$ cat config.mk
export PLATFORM = sky130hd
export DESIGN_NAME = imm_gen_stage_flat
export DESIGN_NICKNAME = d
export VERILOG_FILES = /design/src/rtl/imm_gen_if.sv /design/src/rtl/imm_gen_stage.sv /design/src/flat_wrapper.sv
export SDC_FILE = /design/constraint.sdc
export NUM_CORES = 1
export LEC_CHECK = 0
export CORE_ASPECT_RATIO = 1.2
export CORE_UTILIZATION = 30
export CTS_CLUSTER_DIAMETER = 60
export CTS_CLUSTER_SIZE = 25
export DETAILED_ROUTE_END_ITERATION = 8
export GPL_ROUTABILITY_DRIVEN = 0
export GPL_TIMING_DRIVEN = 0
export PLACE_DENSITY_LB_ADDON = 0.05
export SETUP_SLACK_MARGIN = 0.05
export SYNTH_ARGS = -nofsm -noshare
export SYNTH_HDL_FRONTEND = slang
export SYNTH_SLANG_ARGS = --single-unit
$ cat constraint.sdc
create_clock -name clk -period 19 [get_ports clk]
set_input_delay 2.85 -clock clk [delete_from_list [all_inputs] [get_ports clk]]
set_output_delay 2.85 -clock clk [all_outputs]
set_load 0.1 [all_outputs]
$ cat src/rtl/imm_gen_if.sv
// Handshake and payload bundle for the decode-stage immediate generator.
// master = upstream/downstream driver side, slave = the imm_gen_stage block.
interface imm_gen_if #(
    parameter int unsigned XLEN  = 64,
    parameter int unsigned TAG_W = 64
);
    logic             in_valid;
    logic             in_ready;
    logic [31:0]      instr;
    logic [TAG_W-1:0] in_tag;
    logic             out_valid;
    logic             out_ready;
    logic [XLEN-1:0]  imm;
    logic [2:0]       fmt;
    logic             illegal;
    logic [TAG_W-1:0] out_tag;

    modport master (
        output in_valid, instr, in_tag, out_ready,
        input  in_ready, out_valid, imm, fmt, illegal, out_tag
    );

    modport slave (
        input  in_valid, instr, in_tag, out_ready,
        output in_ready, out_valid, imm, fmt, illegal, out_tag
    );
endinterface

$ cat src/rtl/imm_gen_stage.sv
// Registered RISC-V immediate generator: opcode-driven format decode feeding a
// main output register backed by one skid entry, with synchronous flush.
module imm_gen_stage #(
    parameter int unsigned XLEN  = 64,
    parameter int unsigned TAG_W = 64
) (
    input  logic        clk,
    input  logic        rst,
    input  logic        flush,
    imm_gen_if.slave    bus
);

    typedef enum logic [1:0] {EMPTY, ONE, FULL} state_e;

    typedef enum logic [2:0] {
        FMT_I   = 3'b000,
        FMT_S   = 3'b001,
        FMT_B   = 3'b010,
        FMT_U   = 3'b011,
        FMT_J   = 3'b100,
        FMT_R   = 3'b101,
        FMT_ILL = 3'b111
    } fmt_e;

    typedef struct packed {
        logic [XLEN-1:0]  imm;
        logic [2:0]       fmt;
        logic             illegal;
        logic [TAG_W-1:0] tag;
    } entry_t;

    state_e state_q, state_d;
    entry_t main_q, main_d;
    entry_t skid_q, skid_d;
    entry_t incoming;
    logic   in_rdy, out_vld, accept, take;

    // Every format is first built as a 32-bit value; widening to XLEN is a
    // single sign extension from bit 31, which keeps U never above bit 31.
    function automatic entry_t decode(input logic [31:0] ins, input logic [TAG_W-1:0] tag);
        entry_t     e;
        logic [6:0] op;
        logic [2:0] f3;
        logic [31:0] v;
        logic       is_shift;
        op       = ins[6:0];
        f3       = ins[14:12];
        is_shift = (f3 == 3'b001) || (f3 == 3'b101);
        v        = '0;
        e.tag     = tag;
        e.illegal = 1'b0;
        e.fmt     = FMT_I;
        case (op)
            7'b0000011, 7'b1100111, 7'b1110011:
                v = {{20{ins[31]}}, ins[31:20]};
            7'b0010011: begin
                if (is_shift)
                    v = (XLEN == 64) ? {26'b0, ins[25:20]} : {27'b0, ins[24:20]};
                else
                    v = {{20{ins[31]}}, ins[31:20]};
            end
            7'b0011011: begin
                if (XLEN == 32) begin
                    e.illegal = 1'b1;
                    e.fmt     = FMT_ILL;
                end else if (is_shift) begin
                    v = {27'b0, ins[24:20]};
                end else begin
                    v = {{20{ins[31]}}, ins[31:20]};
                end
            end
            7'b0100011: begin
                e.fmt = FMT_S;
                v     = {{20{ins[31]}}, ins[31:25], ins[11:7]};
            end
            7'b1100011: begin
                e.fmt = FMT_B;
                v     = {{20{ins[31]}}, ins[7], ins[30:25], ins[11:8], 1'b0};
            end
            7'b0110111, 7'b0010111: begin
                e.fmt = FMT_U;
                v     = {ins[31:12], 12'b0};
            end
            7'b1101111: begin
                e.fmt = FMT_J;
                v     = {{12{ins[31]}}, ins[19:12], ins[20], ins[30:21], 1'b0};
            end
            7'b0110011:
                e.fmt = FMT_R;
            7'b0111011: begin
                if (XLEN == 32) begin
                    e.illegal = 1'b1;
                    e.fmt     = FMT_ILL;
                end else begin
                    e.fmt = FMT_R;
                end
            end
            default: begin
                e.illegal = 1'b1;
                e.fmt     = FMT_ILL;
            end
        endcase
        e.imm = XLEN'($signed(v));
        return e;
    endfunction

    assign incoming = decode(bus.instr, bus.in_tag);
    assign in_rdy   = (state_q != FULL);
    assign out_vld  = (state_q != EMPTY);
    assign accept   = bus.in_valid && in_rdy;
    assign take     = out_vld && bus.out_ready;

    always_comb begin
        state_d = state_q;
        main_d  = main_q;
        skid_d  = skid_q;
        if (flush) begin
            state_d = EMPTY;
        end else begin
            case (state_q)
                EMPTY: begin
                    if (accept) begin
                        main_d  = incoming;
                        state_d = ONE;
                    end
                end
                ONE: begin
                    if (accept && take) begin
                        main_d = incoming;
                    end else if (accept) begin
                        skid_d  = incoming;
                        state_d = FULL;
                    end else if (take) begin
                        state_d = EMPTY;
                    end
                end
                FULL: begin
                    if (take) begin
                        main_d  = skid_q;
                        state_d = ONE;
                    end
                end
                default: state_d = EMPTY;
            endcase
        end
    end

    always_ff @(posedge clk or posedge rst) begin
        if (rst) begin
            state_q <= EMPTY;
            main_q  <= '0;
            skid_q  <= '0;
        end else begin
            state_q <= state_d;
            main_q  <= main_d;
            skid_q  <= skid_d;
        end
    end

    assign bus.in_ready  = in_rdy;
    assign bus.out_valid = out_vld;
    assign bus.imm       = main_q.imm;
    assign bus.fmt       = main_q.fmt;
    assign bus.illegal   = main_q.illegal;
    assign bus.out_tag   = main_q.tag;

endmodule
$ cat src/flat_wrapper.sv
// flat-port wrapper written by rule: the top's interface ports become plain ports
module imm_gen_stage_flat 
#(
    parameter int unsigned XLEN  = 64,
    parameter int unsigned TAG_W = 64
)
  (clk, rst, flush, bus_in_valid, bus_instr, bus_in_tag, bus_out_ready, bus_in_ready, bus_out_valid, bus_imm, bus_fmt, bus_illegal, bus_out_tag);
  imm_gen_if #(.XLEN(XLEN), .TAG_W(TAG_W)) bus_i ();
  input  logic clk;
  input  logic rst;
  input  logic flush;
  input wire logic [$bits(bus_i.in_valid)-1:0] bus_in_valid;
  input wire logic [$bits(bus_i.instr)-1:0] bus_instr;
  input wire logic [$bits(bus_i.in_tag)-1:0] bus_in_tag;
  input wire logic [$bits(bus_i.out_ready)-1:0] bus_out_ready;
  output wire logic [$bits(bus_i.in_ready)-1:0] bus_in_ready;
  output wire logic [$bits(bus_i.out_valid)-1:0] bus_out_valid;
  output wire logic [$bits(bus_i.imm)-1:0] bus_imm;
  output wire logic [$bits(bus_i.fmt)-1:0] bus_fmt;
  output wire logic [$bits(bus_i.illegal)-1:0] bus_illegal;
  output wire logic [$bits(bus_i.out_tag)-1:0] bus_out_tag;
  assign bus_i.in_valid = bus_in_valid;
  assign bus_i.instr = bus_instr;
  assign bus_i.in_tag = bus_in_tag;
  assign bus_i.out_ready = bus_out_ready;
  assign bus_in_ready = bus_i.in_ready;
  assign bus_out_valid = bus_i.out_valid;
  assign bus_imm = bus_i.imm;
  assign bus_fmt = bus_i.fmt;
  assign bus_illegal = bus_i.illegal;
  assign bus_out_tag = bus_i.out_tag;
  imm_gen_stage #(.XLEN(XLEN), .TAG_W(TAG_W)) u_core (.clk(clk), .rst(rst), .flush(flush), .bus(bus_i));
endmodule
==> flow_summary.toml <==
[status]
status = "finished, final reports clean"

[power_and_ir_drop]
switchingPower_mw = 0.668
pwr-share-clk_pct = 28.1
ir_worst_vdd_mv = 0.0661
p_leak_nw = 5.51
p_int_mw = 0.886
pwr_density_cell_mw_per_mm2 = 123
seqPwrFrac_pct = 36.5
power_frac_comb_pct = 35.4
sw_frac_of_total_pct = 43.0

[worst_setup_path]
r2r-end = "u_core.bus.out_tag[20]"
rrSetupSlack_ns = 16.36
end_kind = "output port"
path_cells = "inv_2 > nor2_1 > inv_2 > clkbuf_1 > clkbuf_1 > clkdlybuf4s50_1"
crit_path_max_incr_delay_ns = 1.24
cp_max_fo = 10
rr_worst_depth = 6
required_ns = 16.15
crit_path_start_kind = "register"
crit_slowest_cell = "clkdlybuf4s50_1"
rr_startpoint = "u_core.state_q[1]"
crit_type = "register to output port"
arrival_ns = 3.67
crit_start = "u_core.state_q[1]"

[cts]
cts_max_level = 1
cts_buffers = 21
cts_buffer_depth = 3
cts_root_buf = "clkbuf_16"
cts.sinks = 202
post_cts.repair.setup_buffers = 0
clk_pin_slew_ns = 0.07
cts_tree = "yes"
ctsHoldBuffers = 0
clk_latency_ns = 0.52
ctsResizeCount = 0

[yosys]
yosysWarnings = 0
ys_seq_area_share_pct = 55.6
ys_ff_latch = 202
async_reset_ff_share_pct = 100
syn_inst = 1059
syn-cell-area_sq_mm = 0.00910
syn_nets = 1160
synth_edf_count = 0
yosysTopAreaCellShare_pct = 55.6
yosysMostFrequentCell = "nand2_1"
synth_top_area_cell = "dfrtp_1"
avgSynthCellArea_sq_um = 8.59
synth_top_flop_cell = "dfrtp_1"
synthTopCellsByArea = "dfrtp_1, nand2_1, nor2_1"
synth.distinct_cells = 47
synthTopCellsByCount = "nand2_1, dfrtp_1, nor2_1"

[placed_design]
numPortBuffers = 233
dp_cells = 1683
place_hpwl_um = 20200

[sta]
fmax_ghz = 0.153
drv_slew = 0
min_period_ns = 6.52
slew_headroom_pct = 29.3
period_share_pct = 34.3
grt_setup_unrepaired = "no"
setup_viol = 0
worst_pin_slew_ns = 1.06
tns_ns = 0
hold_viol = 0
skew_ns = 0.0206

[min_path]
hold_class = "register to register"
hold_path.startpoint = "u_core.skid_q[66]"
whs_path_depth = 1
hold_path_end = "u_core.skid_q[66]"

[die]
die_w_um = 161
num_rows = 69
coreArea_sq_mm = 0.0297
start_util_pct = 30.6
dieArea_sq_mm = 0.0310
ios = 235
dieHeight_um = 193

[drt]
avgViaCountPerCell = 4.73
drt-total-wl_um = 29400
dr.pass1.iters = 5
antenna_left = 0
drt-initial-drc-count = 451
drc = 0
post_drt_wl_per_cell_um = 17.1
dr_total_vias = 8134

[grt]
grt_pass1_vias = 8022
grt_pass1_wl_um = 46000
grt_usage_pct = 19.0
antenna_found_initial = 0
grt_overflow = 0
grt_max_degree = 118

[cells_and_area]
syn2layout_area_growth_pct = 39.4
finish.net_count = 1417
diodes = 0
stdcell_count = 1720
drive_gt1_share_pct = 7.22

[run]
drv_cap = 0
cells by family after synthesis:
| kind of cell | share of synthesized area [%] |
|---|---|
| flops | 55.6 |
| compound gates | 13.5 |
| simple gates | 24.9 |
| buf+inv | 6.02 |
| xor+xnor | 0.0963 |
power groups by stage:
| stage | clock (mW) | combinational (mW) | sequential [mW] |
|---|---|---|---|
| finish | 0.436 | 0.550 | 0.568 |
| global placement | 0 | 0.551 | 0.575 |
| detailed placement | 0 | 0.554 | 0.576 |
| CTS | 0.450 | 0.555 | 0.568 |
| global route | 0.467 | 0.582 | 0.580 |
| floorplan | 0 | 0.140 | 0.836 |
cells in the final DEF, fill, tap and decap left out, types with 4 or more instances in the layout:
| cell | count |
|---|---|
| nor2b_1 | 4 |
| nor3_1 | 22 |
| a211oi_1 | 12 |
| a21oi_1 | 31 |
| inv_1 | 5 |
| o211ai_1 | 11 |
| buf_2 | 6 |
| nor2_1 | 118 |
| a211oi_2 | 10 |
| a221oi_1 | 8 |
| inv_6 | 4 |
| clkbuf_1 | 62 |
| dfrtp_1 | 202 |
| clkdlybuf4s50_1 | 233 |
| nand3_1 | 14 |
| nand2_1 | 378 |
| o21ai_1 | 23 |
| clkbuf_16 | 21 |
| or3_1 | 4 |
| buf_4 | 33 |
| and3_1 | 9 |
| a31oi_1 | 70 |
layer usage:
layer / GRT usage, % / routed length [um] / share of wire [%] / vias to the layer above
met5: 0 / 0 / 0 / -
met1: 24.9 / 13100 / 45 / 3899
li1: - / - / - / 4012
met3: 3.68 / 1660 / 5.6 / 32
met4: 4.50 / 506 / 1.7 / 0
met2: 32.1 / 14100 / 48 / 191
state kept, by name, summed over array words and instances, names as in the netlist:
signal,cells
u_core.bus.out_tag,64
u_core.bus.imm,32
u_core.skid_q,100
u_core.bus.fmt,3
u_core.state_q,2
u_core.bus.illegal,1
area by class of cell:
type	count	area (sq um)
inverter	8	37.5
tap	390	488
timing repair buffer	234	2360
fill	3081	17000
sequential	202	5050
clock inverter	14	176
multi-input combinational	746	3490
clock buffer	23	553
buffer	103	518
how the worst max path moves through the flow:
stage               cells past startpoint  slack [ns]                 end
finish                                  6       12.48        bus_in_ready
global route                            6       12.33        bus_in_ready
CTS                                     6       12.44        bus_in_ready
detailed placement                      6       12.95        bus_in_ready
global placement                        2        7.25  u_core.bus.imm[12]
floorplan                               1       10.64   u_core.bus.fmt[0]
critical path: cells and delay by family (launching register included):
kind          cells  cell delay (ns)
buf+inv           5             2.57
flops             1             0.40
simple gates      1             0.20
through the flow:
stage               area, sq um  util (%)  hold slack [ns]  setup slack [ns]  total power [mW]
floorplan                  9100         -            0.441             10.64             0.975
global placement          11900      40.1            0.454              7.25              1.13
detailed placement        12000      40.2            0.457             12.95              1.13
CTS                       12700      42.7            0.472             12.44              1.57
global route              12700      42.7            0.491             12.33              1.63
finish                    12700      42.7            0.473             12.48              1.55
No activity file was read; power rests on OpenSTA's default activity.
